$ cat config.mk
export PLATFORM = sky130hd
export DESIGN_NAME = sm83_bus_ctl
export DESIGN_NICKNAME = d
export VERILOG_FILES = /design/src/rtl/sm83_bus_ctl.sv
export SDC_FILE = /design/constraint.sdc
export NUM_CORES = 1
export LEC_CHECK = 0
export CORE_MARGIN = 2
export CORE_UTILIZATION = 30
export DETAILED_ROUTE_END_ITERATION = 8
export SYNTH_ARGS = -nofsm -noshare
export SYNTH_HDL_FRONTEND = slang
export SYNTH_SLANG_ARGS = --single-unit
$ cat constraint.sdc
create_clock -name clk -period 1.5 [get_ports clk]
set_input_delay 0.225 -clock clk [delete_from_list [all_inputs] [get_ports clk]]
set_output_delay 0.225 -clock clk [all_outputs]
set_load 0.05 [all_outputs]
$ cat src/rtl/sm83_bus_ctl.sv
// SM83 external bus controller: runs one T1..T4 machine cycle per request,
// with wait-state insertion, a bounded wait timeout and internal high-page decode.
module sm83_bus_ctl #(
  parameter int unsigned ADR_WIDTH = 16,
  parameter int unsigned MAX_WAIT  = 15,
  parameter logic [7:0]  HI_PAGE   = 8'hFE
) (
  input  logic                 clk,
  input  logic                 reset_n,
  input  logic [ADR_WIDTH-1:0] adr,
  input  logic                 req,
  input  logic                 we,
  input  logic [7:0]           wdata,
  output logic                 busy,
  output logic                 done,
  output logic [7:0]           rdata,
  output logic                 timeout,
  output logic [ADR_WIDTH-1:0] ext_adr,
  output logic [7:0]           ext_dout,
  output logic                 ext_oe,
  input  logic [7:0]           ext_din,
  output logic                 ext_rd_n,
  output logic                 ext_wr_n,
  output logic                 ext_cs_n,
  output logic                 int_sel,
  input  logic                 ext_wait_n
);

  typedef enum logic [2:0] {StIdle, StT1, StT2, StT3, StT4} state_e;

  localparam logic [3:0] MaxWait = 4'(MAX_WAIT);

  state_e               r_state, w_state_d;
  logic [3:0]           r_cnt, w_cnt_d, w_eval_cnt;
  logic                 r_last, w_last_d;
  logic                 r_forced, w_forced_d;
  logic                 r_we, w_we_d;
  logic                 r_int_sel, w_int_sel_d;
  logic [ADR_WIDTH-1:0] r_ext_adr, w_adr_d;
  logic [7:0]           r_ext_dout, w_dout_d;
  logic [7:0]           r_rdata, w_rdata_d;
  logic                 r_busy, w_busy_d;
  logic                 r_done, w_done_d;
  logic                 r_timeout, w_timeout_d;
  logic                 r_oe, w_oe_d;
  logic                 r_rd_n, w_rd_n_d;
  logic                 r_wr_n, w_wr_n_d;
  logic                 r_cs_n, w_cs_n_d;
  logic                 w_capture;
  logic                 w_t3_eval;

  // Wait is pre-sampled on the edge entering each T3 cycle, so r_last already
  // tells whether the current T3 cycle is the final one and ext_wr_n can be a flop.
  always_comb begin
    w_state_d  = r_state;
    w_cnt_d    = r_cnt;
    w_last_d   = r_last;
    w_forced_d = r_forced;
    w_t3_eval  = 1'b0;
    w_eval_cnt = r_cnt;
    w_capture  = req & ((r_state == StIdle) | (r_state == StT4));

    case (r_state)
      StIdle: if (req) w_state_d = StT1;
      StT1:   w_state_d = StT2;
      StT2: begin
        w_state_d  = StT3;
        w_t3_eval  = 1'b1;
        w_eval_cnt = 4'd0;
      end
      StT3: begin
        if (r_last) begin
          w_state_d = StT4;
        end else begin
          w_t3_eval  = 1'b1;
          w_eval_cnt = r_cnt + 4'd1;
        end
      end
      StT4:    w_state_d = req ? StT1 : StIdle;
      default: w_state_d = StIdle;
    endcase

    if (w_capture) w_cnt_d = 4'd0;
    if (w_t3_eval) begin
      w_cnt_d    = w_eval_cnt;
      w_last_d   = r_int_sel | ext_wait_n | (w_eval_cnt == MaxWait);
      w_forced_d = ~r_int_sel & ~ext_wait_n & (w_eval_cnt == MaxWait);
    end
  end

  always_comb begin
    w_we_d      = w_capture ? we : r_we;
    w_int_sel_d = w_capture ? (adr[ADR_WIDTH-1 -: 8] >= HI_PAGE) : r_int_sel;
    w_adr_d     = w_capture ? adr : r_ext_adr;
    w_dout_d    = (w_capture & we) ? wdata : r_ext_dout;
    w_rdata_d   = ((r_state == StT3) & r_last & ~r_we) ? ext_din : r_rdata;
    w_busy_d    = (w_state_d != StIdle);
    w_done_d    = (w_state_d == StT4);
    w_timeout_d = w_done_d & (r_state == StT3) & r_forced;
    w_cs_n_d    = ~(w_busy_d & ~w_int_sel_d);
    w_rd_n_d    = ~(~w_we_d & ((w_state_d == StT2) | (w_state_d == StT3)));
    w_oe_d      = w_we_d & ((w_state_d == StT2) | (w_state_d == StT3) | (w_state_d == StT4));
    w_wr_n_d    = ~(w_we_d & (w_state_d == StT3) & w_last_d);
  end

  always_ff @(posedge clk) begin
    if (!reset_n) begin
      r_state    <= StIdle;
      r_cnt      <= 4'd0;
      r_last     <= 1'b0;
      r_forced   <= 1'b0;
      r_we       <= 1'b0;
      r_int_sel  <= 1'b0;
      r_ext_adr  <= '0;
      r_ext_dout <= 8'd0;
      r_rdata    <= 8'd0;
      r_busy     <= 1'b0;
      r_done     <= 1'b0;
      r_timeout  <= 1'b0;
      r_oe       <= 1'b0;
      r_rd_n     <= 1'b1;
      r_wr_n     <= 1'b1;
      r_cs_n     <= 1'b1;
    end else begin
      r_state    <= w_state_d;
      r_cnt      <= w_cnt_d;
      r_last     <= w_last_d;
      r_forced   <= w_forced_d;
      r_we       <= w_we_d;
      r_int_sel  <= w_int_sel_d;
      r_ext_adr  <= w_adr_d;
      r_ext_dout <= w_dout_d;
      r_rdata    <= w_rdata_d;
      r_busy     <= w_busy_d;
      r_done     <= w_done_d;
      r_timeout  <= w_timeout_d;
      r_oe       <= w_oe_d;
      r_rd_n     <= w_rd_n_d;
      r_wr_n     <= w_wr_n_d;
      r_cs_n     <= w_cs_n_d;
    end
  end

  assign busy     = r_busy;
  assign done     = r_done;
  assign rdata    = r_rdata;
  assign timeout  = r_timeout;
  assign ext_adr  = r_ext_adr;
  assign ext_dout = r_ext_dout;
  assign ext_oe   = r_oe;
  assign ext_rd_n = r_rd_n;
  assign ext_wr_n = r_wr_n;
  assign ext_cs_n = r_cs_n;
  assign int_sel  = r_int_sel;

endmodule

Yosys cells after proc, flatten, opt, wreduce, memory -nomap -nowiden
Index checks and enable logic that the tools add are counted.

Bits in registers: 50. Latch bits: 0. RAM bits: 0. ROM bits: 0. Bits of input ports: 37. Output and inout port bits: 40. Word-level logic and storage cells: 68. Memories: 0.

Add/sub/neg operators: 1. $mul: 0. Div/mod/pow operators: 0. $lt $le $gt $ge: 1. Eq/ne operators: 8. Shifts and indexed selects: 0. Mux-type cells: 13. Bitwise gates (word level): 26. Reduce and logical (&&, ||, !) cells: 3.

Operators by type and width (number): $pmux W3 S5 (1); $and A1 B1 Y1 (13); $eq A3 B2 Y1 const B (4); $mux W4 (3); $ge A8 B8 Y1 const B (1); $not A1 Y1 (8); $pmux W4 S2 (1); $eq A3 B3 Y1 const B (2); $mux W3 (2); $mux W1 (5); $or A1 B1 Y1 (5); $add A4 B1 Y4 const B (1); $eq A4 B4 Y1 const B (1); $eq A3 B1 Y1 const B (1); $logic_not A3 Y1 (1); $reduce_bool A3 Y1 (1); $pmux W1 S2 (1); $reduce_bool A2 Y1 (1).

Logic depth before layout (Yosys ltp)
Gate-level depths: netlist of the first run.

Depth in word-level cells: 8. Gate-level depth with buffers: 7. Gate-level depth less buffers: 6.

Worst setup path after synthesis of the first run
No wires, ideal clock.

Path kind: flip-flop to flip-flop. From: register r_state[2]. To: register r_cnt[3]. Library setup time: 128 ps. Arrival: 1277 ps. Data required time: 1372 ps. Setup slack: 96 ps. Stages on the path, launching flop included: 6. Path buffers: 0. Clock period less this slack: 1404 ps. Cells stage by stage: dfxtp_1 > nand2b_1 > or4_4 > a21o_1 > a21oi_1 > nor2_1.

Cells in the longest elaborated chain, start to end: 4. Elaborated cells on any way between the ends: 10. Classes of those cells: eq/ne: 3; mux: 3; bitwise: 2; reduce/logical: 2.

Ends and longest elaborated chain: start, declared (line 33) `state_e r_state, w_state_d;`; start signal, assigned (line 108) `r_state <= StIdle;`; start signal, assigned (line 125) `r_state <= w_state_d;`; $eq A3 B3 Y1 / $logic_not A3 Y1 (equally long branches) (line 61) `w_capture = req & ((r_state == StIdle) | (r_state == StT4));`; $or A1 B1 Y1 (line 61); $and A1 B1 Y1 (line 61); $reduce_bool A2 Y1 (no line); end signal, assigned (line 126) `r_cnt <= w_cnt_d;`; end, declared (line 34) `logic [3:0] r_cnt, w_cnt_d, w_eval_cnt;`.

Parallel ways exist; a longest one is shown, timed or not. A chain may end at the register's enable or synchronous reset.

Final worst setup path of the first run
From: register r_cnt[0]. To: register r_wr_n (netlist: ext_wr_n).

Cells in the longest elaborated chain, start to end: 8.

Ends and longest elaborated chain: $add A4 B1 Y4 (line 76) `w_eval_cnt = r_cnt + 4'd1;`; $mux W4 (line 72) `if (r_last) begin`; $pmux W4 S2 * (line 63) `case (r_state)`; $eq A4 B4 Y1 * (line 86) `w_last_d = r_int_sel | ext_wait_n | (w_eval_cnt == MaxWait);`; $or A1 B1 Y1 * (line 86); $mux W1 * (line 84) `if (w_t3_eval) begin`; $and A1 B1 Y1 * (line 103) `w_wr_n_d = ~(w_we_d & (w_state_d == StT3) & w_last_d);`; $not A1 Y1 * (line 103); end signal, assigned (line 139) `r_wr_n <= w_wr_n_d;`; end, declared (line 47) `logic r_wr_n, w_wr_n_d;`.

Mark *: on every way between the ends. The rest lies on a longest branch, timed or not.

==> results of run 1 <==
## logic make-up (layout without fill, tap and decap cells)
group                      count (synthesis)  in the layout  share of synthesized area
AOI/OAI and AO/OA                         59             59                      0.172
buffers and inverters                     14            106                     0.0307
and+or+nand+nor                          102            102                      0.244
adders and majority gates                  1              1                    0.00683
DFF                                       50             50                      0.546
## layout make-up
cell class / instances / area [um^2]
fill: 585 / 3030
clock inverter: 2 / 37.5
timing repair buffer: 96 / 840
sequential: 50 / 1010
tap: 75 / 93.8
clock buffer: 6 / 72.6
inverter: 2 / 7.51
multi-input combinational: 162 / 827
## state kept, by name (all words and copies together), names as in the netlist
signal / count
busy: 1
done: 1
ext_adr: 16
ext_cs_n: 1
ext_dout: 8
ext_oe: 1
ext_rd_n: 1
ext_wr_n: 1
int_sel: 1
r_cnt: 4
r_forced: 1
r_last: 1
r_state: 3
r_we: 1
rdata: 8
timeout: 1
## critical path: cells and delay by family (launching register included)
| kind | cells | cell delay [ns] |
|---|---|---|
| AO/OA/AOI/OAI | 3 | 0.44 |
| flip-flops | 1 | 0.36 |
| AND/OR/NAND/NOR | 2 | 0.32 |
| adder cells (fa/ha/maj) | 1 | 0.19 |
## through the flow
| step | hold slack (ns) | setup slack [ns] | instance area, um^2 | utilization |
|---|---|---|---|---|
| 2_1_floorplan | 0.361 | 0.0958 | 1830 | - |
| 5_1_grt | 0.458 | -0.00237 | 2890 | 0.488 |
| 4_1_cts | 0.452 | 0.00917 | 2820 | 0.477 |
| 6_report | 0.458 | 0.0792 | 2890 | 0.488 |
| 3_3_place_gp | 0.444 | -0.149 | 2710 | 0.458 |
| 3_5_place_dp | 0.447 | -0.175 | 2710 | 0.458 |
## worst max-delay path by stage
stage / start / end / slack, ns / cells after the start
global route: r_cnt[0] / r_cnt[2] / -0.002 / 6
floorplan: r_state[2] / r_cnt[3] / 0.1 / 5
finish: r_cnt[0] / ext_wr_n / 0.08 / 6
detailed placement: req / ext_dout[4] / -0.18 / 5
global placement: req / ext_cs_n / -0.15 / 6
CTS: r_last / ext_wr_n / 0.009 / 5
## timing repair
| item | 4_1_cts | 5_1_grt |
|---|---|---|
| pin swaps | 0 | 4 |
| hold buffers | 0 | 0 |
| setup buffers | 0 | 1 |
| resized for setup | 1 | 21 |
| endpoints found under the setup margin | 3 | 23 |
## where the power goes
part	leakage, uW	switching, uW	total (uW)	internal (uW)
Sequential	0.000411	43.6	1430	1390
Clock	0.0000514	427	924	498
Combinational	0.000706	377	636	259
Total	0.00117	847	3000	2150
## metal layers
layer	track usage	vias to the layer above	part of all wire
met2	0.237	50	0.51
met5	0	-	0
met3	0.0348	4	0.053
met4	0.0450	0	0.010
met1	0.172	827	0.43
li1	-	942	-
## cell usage in the layout (no fill, tap or decap), types with 2 or more instances in the layout
| cell type | count |
|---|---|
| sky130_fd_sc_hd__nand2_1 | 68 |
| sky130_fd_sc_hd__buf_4 | 57 |
| sky130_fd_sc_hd__dfxtp_1 | 43 |
| sky130_fd_sc_hd__a21oi_1 | 38 |
| sky130_fd_sc_hd__clkdlybuf4s50_1 | 36 |
| sky130_fd_sc_hd__nor2_1 | 13 |
| sky130_fd_sc_hd__o21ai_0 | 11 |
| sky130_fd_sc_hd__dfxtp_2 | 6 |
| sky130_fd_sc_hd__clkbuf_8 | 5 |
| sky130_fd_sc_hd__nand3_1 | 3 |
| sky130_fd_sc_hd__and3_1 | 3 |
| sky130_fd_sc_hd__nand2b_1 | 2 |
| sky130_fd_sc_hd__and2_1 | 2 |
| sky130_fd_sc_hd__o21ai_1 | 2 |
| sky130_fd_sc_hd__a32oi_1 | 2 |
| sky130_fd_sc_hd__buf_12 | 2 |
==> impl_results.html, run 1 <==
<table>
<tr><th>Metric</th><th>Value</th></tr>
<tr><th colspan="2">Layout</th></tr>
<tr><td>Final non-filler cell total</td><td>393</td></tr>
<tr><td>Number of nets in the layout</td><td>355</td></tr>
<tr><td>Layout-stage area growth over the synthesis result</td><td>57.8%</td></tr>
<tr><td>Fraction of final layout cells sized beyond drive strength 1</td><td>0.274</td></tr>
<tr><td>Ant. Diodes</td><td>0</td></tr>
<tr><th colspan="2">Placement</th></tr>
<tr><td>Routability Congestion</td><td>0.812</td></tr>
<tr><td>Number of instances in the placed design</td><td>384</td></tr>
<tr><td>Hpwl dp</td><td>3530 um</td></tr>
<tr><td>PortBufs</td><td>76</td></tr>
<tr><th colspan="2">Critical path</th></tr>
<tr><td>Register-to-Register Path Depth</td><td>6</td></tr>
<tr><td>Worst R2R End</td><td>ext_wr_n</td></tr>
<tr><td>Type of the worst setup path</td><td>flip-flop to flip-flop</td></tr>
<tr><td>Crit path DAT</td><td>1.60 ns</td></tr>
<tr><td>CP Launch Type</td><td>flip-flop</td></tr>
<tr><td>Longest individual stage delay on the worst path</td><td>0.36 ns</td></tr>
<tr><td>Highest net fanout along the worst path</td><td>5</td></tr>
<tr><td>Critical R2R Launch</td><td>r_cnt[0]</td></tr>
<tr><td>Required time of the worst setup path</td><td>1.68 ns</td></tr>
<tr><td>Endpoint class of the critical path</td><td>flip-flop</td></tr>
<tr><td>Setup slack on the worst flop-to-flop path</td><td>0.08 ns</td></tr>
<tr><td>Cell with the largest stage delay on the worst path</td><td>sky130_fd_sc_hd__dfxtp_4</td></tr>
<tr><td>Cell chain of the critical path</td><td>ha_1 -&gt; nor2b_2 -&gt; o22ai_2 -&gt; a41o_1 -&gt; a31oi_2 -&gt; nand3b_1</td></tr>
<tr><th colspan="2">Flow run</th></tr>
<tr><td>Max-cap viol count</td><td>0</td></tr>
<tr><th colspan="2">Logic synthesis</th></tr>
<tr><td>Count of mapped cells out of synthesis</td><td>226</td></tr>
<tr><td>Library cell with the highest instance count after synthesis</td><td>sky130_fd_sc_hd__nand2_1</td></tr>
<tr><td>Total of flip-flops plus latches after synthesis</td><td>50</td></tr>
<tr><td>Sequential share of the synthesized area</td><td>0.546</td></tr>
<tr><td>Syn Std Cell Area</td><td>0.00183 mm^2</td></tr>
<tr><td>Number of synthesized flops with an enable pin</td><td>0</td></tr>
<tr><td>Area leader, netlist</td><td>sky130_fd_sc_hd__dfxtp_1</td></tr>
<tr><td>Area fraction of the dominant cell type after synthesis</td><td>0.546</td></tr>
<tr><td>Yosys cell types</td><td>29</td></tr>
<tr><td>Share of async-settable or async-resettable flops after synthesis</td><td>0</td></tr>
<tr><td>Most area-consuming cells after synthesis</td><td>sky130_fd_sc_hd__dfxtp_1, sky130_fd_sc_hd__nand2_1, sky130_fd_sc_hd__a21oi_1</td></tr>
<tr><td>Synth warnings</td><td>0</td></tr>
<tr><td>List of most frequent post-synthesis cells</td><td>sky130_fd_sc_hd__nand2_1, sky130_fd_sc_hd__dfxtp_1, sky130_fd_sc_hd__a21oi_1, sky130_fd_sc_hd__nor2_1, sky130_fd_sc_hd__o21ai_0</td></tr>
<tr><td>Mean area per synthesized cell</td><td>8.11 um^2</td></tr>
<tr><td>Net count after synthesis</td><td>264</td></tr>
<tr><td>Most used flip-flop cell after synthesis</td><td>sky130_fd_sc_hd__dfxtp_1</td></tr>
<tr><th colspan="2">Die</th></tr>
<tr><td>Chip Height</td><td>82.1 um</td></tr>
<tr><td>Die Area</td><td>0.00675 mm^2</td></tr>
<tr><td>Std-Cell Core Area</td><td>0.00592 mm^2</td></tr>
<tr><td>Number of standard-cell rows in the floorplan</td><td>28</td></tr>
<tr><td>Die Wd</td><td>82.1 um</td></tr>
<tr><td>Initial standard-cell utilization of the core</td><td>0.309</td></tr>
<tr><td>I/O pins</td><td>77</td></tr>
<tr><th colspan="2">Clocking</th></tr>
<tr><td>Clock sink count</td><td>50</td></tr>
<tr><td>H-tree depth</td><td>2</td></tr>
<tr><td>Maximum number of buffers from clock root to sink</td><td>2</td></tr>
<tr><td>Clock insertion delay at the later pin of the skew report</td><td>0.30 ns</td></tr>
<tr><td>Clock root buffer master</td><td>sky130_fd_sc_hd__clkbuf_8</td></tr>
<tr><td>TritonCTS clock tree</td><td>built</td></tr>
<tr><td>Number of buffers created by CTS</td><td>5</td></tr>
<tr><td>Clock slew seen by the registers of the worst setup and hold paths</td><td>0.09 ns</td></tr>
<tr><th colspan="2">Routing</th></tr>
<tr><td>Post-DR wirelength/cell</td><td>12.0 um</td></tr>
<tr><td>Drt pass-1 iters</td><td>4</td></tr>
<tr><td>Total number of vias</td><td>1823</td></tr>
<tr><td>Post-detailed-routing wire length</td><td>4720 um</td></tr>
<tr><td>Violation count after the first detailed-routing iteration</td><td>126</td></tr>
<tr><td>DRC</td><td>0</td></tr>
<tr><td>Number of antenna-violating nets in the routed design</td><td>0</td></tr>
<tr><td>Routed vias/inst</td><td>4.64</td></tr>
<tr><th colspan="2">Global route</th></tr>
<tr><td>Via count of the first global-routing pass</td><td>1636</td></tr>
<tr><td>Global route overflow</td><td>0</td></tr>
<tr><td>Pin count of the biggest net entering global routing</td><td>23</td></tr>
<tr><td>Number of antenna violations at the first check in global routing</td><td>0</td></tr>
<tr><td>Aggregate global-route resource usage</td><td>0.139</td></tr>
<tr><td>Wire length of the first global-routing pass</td><td>7310 um</td></tr>
<tr><th colspan="2">STA</th></tr>
<tr><td>Slew at the pin closest to its max-slew limit</td><td>0.392 ns</td></tr>
<tr><td>Relative slew margins</td><td>0.738</td></tr>
<tr><td>Number of slew-limit violations in the final report</td><td>0</td></tr>
<tr><td>Setup total negative slack</td><td>0 ns</td></tr>
<tr><td>Fmax achieved</td><td>0.704 GHz</td></tr>
<tr><td>Count of final hold-check violations</td><td>0</td></tr>
<tr><td>Worst clock skew on the final layout</td><td>0.00464 ns</td></tr>
<tr><td>Shortest clock period the worst path allows after layout</td><td>1.42 ns</td></tr>
<tr><td>Final number of setup-violating endpoints</td><td>0</td></tr>
<tr><td>Post-route fraction of the period consumed by the critical path</td><td>0.947</td></tr>
<tr><th colspan="2">Min path</th></tr>
<tr><td>Startpoint of the worst hold path</td><td>ext_adr[10]</td></tr>
<tr><td>WHS Endpoint</td><td>ext_adr[10]</td></tr>
<tr><td>Cells on Worst Hold Path</td><td>2</td></tr>
<tr><td>Hold Crit Class</td><td>flip-flop to flip-flop</td></tr>
<tr><th colspan="2">Outcome</th></tr>
<tr><td>Outcome</td><td>completed</td></tr>
<tr><th colspan="2">Pwr</th></tr>
<tr><td>Total power draw</td><td>3000 uW</td></tr>
<tr><td>Cell leakage power</td><td>0.00117 uW</td></tr>
<tr><td>Max VDD drop</td><td>0.673 mV</td></tr>
<tr><td>PwrDens</td><td>1040 mW/mm^2</td></tr>
</table>
Note: power is estimated with default switching activity, not from simulation.
==> inputs of run 2 (changes only) <==
CORE_MARGIN = 1.5   (was 2)
==> run 2 against run 1 <==
  * First-iteration DRC count down 8.7%
  * Clock-buffer cell count up 1
  * Hold slack worse by 0.0028 ns
  * Sequential share of layout area up 0.081 points
  * Largest power group unchanged
  * Register-to-register slack worse by 0.07 ns
  * Utilization down 0.23 points
  * Maximum frequency down 4.9%
  * Via count down 0.82%
  * Critical endpoint unchanged
  * Flip-flop and latch count unchanged
==> impl_results.html, run 2 (synthesis gave the netlist of run 1 again) <==
<table>
<tr><th>Metric</th><th>Value</th></tr>
<tr><th colspan="2">Critical path</th></tr>
<tr><td>Cell with the largest stage delay on the worst path</td><td>sky130_fd_sc_hd__dfxtp_4</td></tr>
<tr><td>Critical R2R Launch</td><td>r_last</td></tr>
<tr><td>Register-to-Register Path Depth</td><td>5</td></tr>
<tr><td>Buffers plus inverters on the worst setup path</td><td>0</td></tr>
<tr><td>Crit-path leading delay family</td><td>simple AND/OR/NAND/NOR gates</td></tr>
<tr><td>Longest individual stage delay on the worst path</td><td>0.37 ns</td></tr>
<tr><td>Highest net fanout along the worst path</td><td>6</td></tr>
<tr><td>Required time of the worst setup path</td><td>1.69 ns</td></tr>
<tr><td>Setup slack on the worst flop-to-flop path</td><td>0.007 ns</td></tr>
<tr><td>Crit path DAT</td><td>1.68 ns</td></tr>
<tr><td>CP Launch Type</td><td>flip-flop</td></tr>
<tr><td>Type of the worst setup path</td><td>flip-flop to flip-flop</td></tr>
<tr><td>Worst R2R End</td><td>ext_wr_n</td></tr>
<tr><td>Cell chain of the critical path</td><td>and4bb_2 -&gt; nand2b_4 -&gt; a22oi_2 -&gt; a31oi_2 -&gt; nand3b_1</td></tr>
<tr><td>Endpoint class of the critical path</td><td>flip-flop</td></tr>
<tr><th colspan="2">Layout</th></tr>
<tr><td>Fraction of final layout cells sized beyond drive strength 1</td><td>0.266</td></tr>
<tr><td>Number of flip-flops in the largest register</td><td>16</td></tr>
<tr><td>Ant. Diodes</td><td>0</td></tr>
<tr><td>Layout-stage area growth over the synthesis result</td><td>57.0%</td></tr>
<tr><td>Number of nets in the layout</td><td>357</td></tr>
<tr><td>Leading cell type in the layout, fill and taps excluded</td><td>sky130_fd_sc_hd__nand2_1</td></tr>
<tr><td>Commonest non-fill, non-tap cells in the layout</td><td>sky130_fd_sc_hd__nand2_1, sky130_fd_sc_hd__buf_4, sky130_fd_sc_hd__dfxtp_1, sky130_fd_sc_hd__a21oi_1, sky130_fd_sc_hd__clkdlybuf4s50_1</td></tr>
<tr><th colspan="2">Clocking</th></tr>
<tr><td>Clock root buffer master</td><td>sky130_fd_sc_hd__clkbuf_8</td></tr>
<tr><td>Clock slew seen by the registers of the worst setup and hold paths</td><td>0.09 ns</td></tr>
<tr><td>Hold buffers post-CTS</td><td>0</td></tr>
<tr><td>H-tree depth</td><td>2</td></tr>
<tr><td>Number of buffers created by CTS</td><td>5</td></tr>
<tr><td>Maximum number of buffers from clock root to sink</td><td>2</td></tr>
<tr><td>Clock sink count</td><td>50</td></tr>
<tr><td>Clock insertion delay at the later pin of the skew report</td><td>0.31 ns</td></tr>
<tr><td>TritonCTS clock tree</td><td>built</td></tr>
<tr><th colspan="2">Routing</th></tr>
<tr><td>Violation count after the first detailed-routing iteration</td><td>115</td></tr>
<tr><td>Drt pass-1 iters</td><td>4</td></tr>
<tr><td>Routed vias/inst</td><td>4.58</td></tr>
<tr><td>DRC</td><td>0</td></tr>
<tr><td>Total number of vias</td><td>1808</td></tr>
<tr><td>Number of antenna-violating nets in the routed design</td><td>0</td></tr>
<tr><td>Post-detailed-routing wire length</td><td>4730 um</td></tr>
<tr><td>Post-DR wirelength/cell</td><td>12.0 um</td></tr>
<tr><th colspan="2">Placement</th></tr>
<tr><td>Pre-CTS setup slack</td><td>-0.131 ns</td></tr>
<tr><td>PortBufs</td><td>76</td></tr>
<tr><td>Routability Congestion</td><td>0.855</td></tr>
<tr><td>Hpwl dp</td><td>3450 um</td></tr>
<tr><th colspan="2">STA</th></tr>
<tr><td>Post-Route Hold Slack</td><td>0.455 ns</td></tr>
<tr><td>Post-route fraction of the period consumed by the critical path</td><td>0.996</td></tr>
<tr><td>Final number of setup-violating endpoints</td><td>0</td></tr>
<tr><td>Count of final hold-check violations</td><td>0</td></tr>
<tr><td>Slew at the pin closest to its max-slew limit</td><td>0.424 ns</td></tr>
<tr><td>Fmax achieved</td><td>0.670 GHz</td></tr>
<tr><td>Post-layout worst setup margin</td><td>0.00668 ns</td></tr>
<tr><td>Setup repair after global routing missed its margin</td><td>yes</td></tr>
<tr><td>Relative slew margins</td><td>0.717</td></tr>
<tr><td>Worst clock skew on the final layout</td><td>0.00711 ns</td></tr>
<tr><td>Shortest clock period the worst path allows after layout</td><td>1.49 ns</td></tr>
<tr><td>Setup total negative slack</td><td>0 ns</td></tr>
<tr><td>Number of slew-limit violations in the final report</td><td>0</td></tr>
<tr><th colspan="2">Pwr</th></tr>
<tr><td>Max VDD drop</td><td>0.431 mV</td></tr>
<tr><td>PwrDens</td><td>1050 mW/mm^2</td></tr>
<tr><td>Cell leakage power</td><td>0.00117 uW</td></tr>
<tr><th colspan="2">Global route</th></tr>
<tr><td>Via count of the first global-routing pass</td><td>1615</td></tr>
<tr><td>Number of antenna violations at the first check in global routing</td><td>0</td></tr>
<tr><td>Pin count of the biggest net entering global routing</td><td>18</td></tr>
<tr><td>Wire length of the first global-routing pass</td><td>7450 um</td></tr>
<tr><td>Aggregate global-route resource usage</td><td>0.147</td></tr>
<tr><td>Global route overflow</td><td>0</td></tr>
<tr><th colspan="2">Die</th></tr>
<tr><td>Initial standard-cell utilization of the core</td><td>0.309</td></tr>
<tr><td>I/O pins</td><td>77</td></tr>
<tr><td>Die Wd</td><td>81.1 um</td></tr>
<tr><td>Chip Height</td><td>81.1 um</td></tr>
<tr><td>Std-Cell Core Area</td><td>0.00592 mm^2</td></tr>
<tr><td>Number of standard-cell rows in the floorplan</td><td>28</td></tr>
<tr><td>Die Area</td><td>0.00658 mm^2</td></tr>
<tr><th colspan="2">Min path</th></tr>
<tr><td>Startpoint of the worst hold path</td><td>ext_adr[10]</td></tr>
<tr><td>Cells on Worst Hold Path</td><td>2</td></tr>
<tr><td>Hold Crit Class</td><td>flip-flop to flip-flop</td></tr>
<tr><td>WHS Endpoint</td><td>ext_adr[10]</td></tr>
<tr><th colspan="2">Outcome</th></tr>
<tr><td>Outcome</td><td>completed</td></tr>
<tr><th colspan="2">Flow run</th></tr>
<tr><td>Max-cap viol count</td><td>0</td></tr>
</table>
-- run 2: per-layer routing --
metal,track usage,vias to the layer above,wire length [um]
met1,0.186,810,2160
met3,0.0337,7,264
met2,0.243,48,2230
li1,-,943,-
met5,0,-,0
met4,0.0569,0,66
-- run 2: through the flow --
stage	std cells	power [uW]	cell area [um^2]	utilization
2_1_floorplan	226	1800	1830	-
3_3_place_gp	385	2090	2710	0.457
3_5_place_dp	385	2090	2710	0.457
4_1_cts	393	3030	2820	0.477
5_1_grt	395	3140	2880	0.486
6_report	395	3020	2880	0.486
-- run 2: how the worst max path moves through the flow --
| stage | start | end | cells after the start |
|---|---|---|---|
| finish | r_last | ext_wr_n | 5 |
| global route | r_state[0] | ext_wr_n | 5 |
| CTS | r_last | ext_wr_n | 5 |
| detailed placement | req | ext_dout[5] | 5 |
| global placement | req | ext_cs_n | 6 |
| floorplan | r_state[2] | r_cnt[3] | 5 |
-- run 2: power breakdown --
part	internal, uW	total [uW]	switching (uW)
registers	1390	1430	40.9
clock network	499	944	445
logic	261	639	378
total	2150	3020	864
-- run 2: timing repair --
action / in CTS / in global routing
buffers inserted: 0 / 2
resized for setup: 2 / 16
endpoints found under the setup margin: 1 / 22
hold endpoints to repair: 0 / 0
pin swaps: 0 / 3
-- run 2: worst reg2reg max path, stage by stage, from the launching register on --
cell and delay (ns):
sky130_fd_sc_hd__dfxtp_4 0.37, sky130_fd_sc_hd__and4bb_2 0.36, sky130_fd_sc_hd__nand2b_4 0.07, sky130_fd_sc_hd__a22oi_2 0.26
sky130_fd_sc_hd__a31oi_2 0.15, sky130_fd_sc_hd__nand3b_1 0.17
-- run 2: area by class of cell --
type | count | area [um^2]
Fill cell | 590 | 3040
Multi-Input combinational cell | 162 | 817
Clock inverter | 1 | 30.0
Inverter | 2 | 7.51
Sequential cell | 50 | 1010
Timing Repair Buffer | 98 | 842
Clock buffer | 7 | 76.3
Tap cell | 75 | 93.8
==> patch, RTL diff (flow settings as in run 2) <==
Reset style: asynchronous (`reset_n`), changed in one clocked block.
--- a/src/rtl/sm83_bus_ctl.sv
+++ b/src/rtl/sm83_bus_ctl.sv
@@ -104,5 +104,5 @@
   end
 
-  always_ff @(posedge clk) begin
+  always_ff @(posedge clk or negedge reset_n) begin
     if (!reset_n) begin
       r_state    <= StIdle;
Formal check against the unedited RTL: differs if reset_n is asserted again (counterexample within 4 cycles, from zero or initial values and one cycle with reset_n low); with reset_n held inactive, the same outputs for 10 cycles.
==> patch against run 2 <==
  * Global-route usage down 2.5 points
  * Sequential cell count is the same
  * Non-clock buffer count shrank 4
  * Cell area increased by 14%
  * Count of clock-buffer cells in the layout is the same
  * Maximum frequency decreased by 0.33%
  * Synthesized area up 18%
  * Routed wire length down 5.9%
  * First-iteration DRC count shrank 48%
  * Worst setup slack worse by 0.0049 ns
Power is not compared: it rests on default switching activity, and its combinational part moved more than twofold at a synthesized area within 25%.
==> patch: results (changes against run 2) <==
* Peak VDD IR at around 1000 µV
* Max reg flops at 16 (unchanged)
* Worst Path Max Fanout at 3 (was 6)
* Drt first pass iters at 4 (unchanged)
* Clock latency on the worst-skew pair at approximately 0.3 ns
* # port buffers at 76 (unchanged)
* CTS Buffer Depth at 2 (unchanged)
* Synth area leaders: dfrtp_1, mux2_4, mux2_1 (was dfxtp_1, nand2_1, a21oi_1)
* Largest net degree at the start of global routing at 51 (was 18)
* Gpl congestion at 0.823 (was 0.855)
* Number of global-route vias before repair at 1444 (was 1615)
* Leakage at 0.00151 µW
* WL/cell at 13.0 µm (was 12.0 µm)
* Fin Clk Skew at 0.00288 ns (was 0.00711 ns)
* Fin cells at 342 (was 395)
* Placed Cells at 333 (was 385)
* First-pass GRT wire length at 7200 µm (was 7450 µm)
* Initial DRC count at 60 (was 115)
* CTS buffer count at 5 (unchanged)
* Synth cell count leaders: dfrtp_1, mux2_4, nand2_1, mux2_1, nor2_1 (was nand2_1, dfxtp_1, a21oi_1, nor2_1, o21ai_0)
* H-tree depth at 2 (unchanged)
* Fin nets at 283 (was 357)
* Yosys warns at 0 (unchanged)
* Status: completed (unchanged)
* Filler Cell Count at 649 (was 590)
* Async set-reset flop share out of synthesis at 100% (was 0%)
* Global Route Usage Sum at 12.2% (was 14.7%)
* Via count at 1488 (was 1808)
* Root Buffer: clkbuf_8 (unchanged)
* Hold Path Class: in -> async (was reg -> reg)
* Syn_nets at 188 (was 264)
* Share of cells above drive strength 1 at 41.1% (was 26.6%)
* Cell variety after synth at 43 (was 29)
* Slew headroom at 80.0% (was 71.7%)
* Clock transition at path regs at 0.09 ns (about the same)
* Syn Area/Cell at 14.4 µm² (was 8.11 µm²)
* Diode count at 0 (unchanged)
* CP arrival at 1.73 ns (was 1.68 ns)
* Register area share after synthesis at 58.0% (was 54.6%)
* Initial antenna violation count at 0 (unchanged)
* Hpwl dp at 3220 µm (was 3450 µm)
* Placed cell areas at 3150 µm² (was 2710 µm²)
-- patch: cell types whose count changed after synthesis, sizes merged, moves of 10 or more --
cell / change
dfrtp: +47
o21ai: -10
dfxtp: -50
a21oi: -35
mux2: +32
nand2: -57
-- patch: worst paths after layout --
kind	endpoint	startpoint	slack, ns	cells past startpoint
max	ext_wr_n	r_cnt[1]	0.002	5
min	ext_dout[5]	reset_n	0.44	3
max reg2reg	ext_wr_n	r_cnt[1]	0.002	5
min reg2reg	ext_dout[1]	ext_dout[1]	0.50	1
max in group asynchronous	ext_wr_n	reset_n	0.77	3
min in group clk	ext_dout[1]	ext_dout[1]	0.50	1
-- patch: cells by family after synthesis --
family	share of synthesized area, %
AOI/OAI and AO/OA	6.02
muxes	21.3
and+or+nand+nor	11.3
adders and majority gates	0.578
buffers and inverters	2.43
xor gates and xnor gates	0.405
DFF	58.0
-- patch: timing repair --
item | CTS | global route
buffers inserted | 0 | 0
endpoints found under the hold margin | 47 | 0
endpoints found under the setup margin | 0 | 17
resized for setup | 0 | 4
hold buffers | 1 | 0
-- patch: layout make-up --
| cell class | count | area (µm²) | area share (%) |
|---|---|---|---|
| Sequential cell | 50 | 1250 | 38.4 |
| Timing Repair Buffer | 94 | 926 | 28.4 |
| Multi-Input combinational cell | 92 | 873 | 26.7 |
| Tap cell | 96 | 120 | 3.68 |
| Clock buffer | 7 | 76.3 | 2.34 |
| Clock inverter | 1 | 7.51 | 0.230 |
| Inverter | 2 | 7.51 | 0.230 |
-- patch: worst max-delay path: stages, from the launching register on --
cell and delay [ns]:
dfrtp_1 0.40, ha_1 0.29, nor4b_2 0.19, nand3_1 0.11
a21o_1 0.19, a211o_1 0.26
-- patch: where the power goes --
group          internal (µW)  switching, µW
logic                   1940           2710
registers               1960            421
clock network            331            428
total                   4240           3560
-- patch: metrics by stage --
stage	total power (µW)	worst slack [ns]
after floorplan	5440	0.0172
after global placement	7010	-0.233
after detailed placement	7050	-0.275
after CTS	7840	0.00705
after global routing	8190	-0.0393
final	7790	0.00181
-- patch: layer usage --
layer,wire length [µm],vias up,global-route usage [%]
met5,0,-,0
met4,46,0,3.46
met3,312,6,3.86
met2,1930,58,17.8
met1,2160,705,17.3
li1,-,719,-
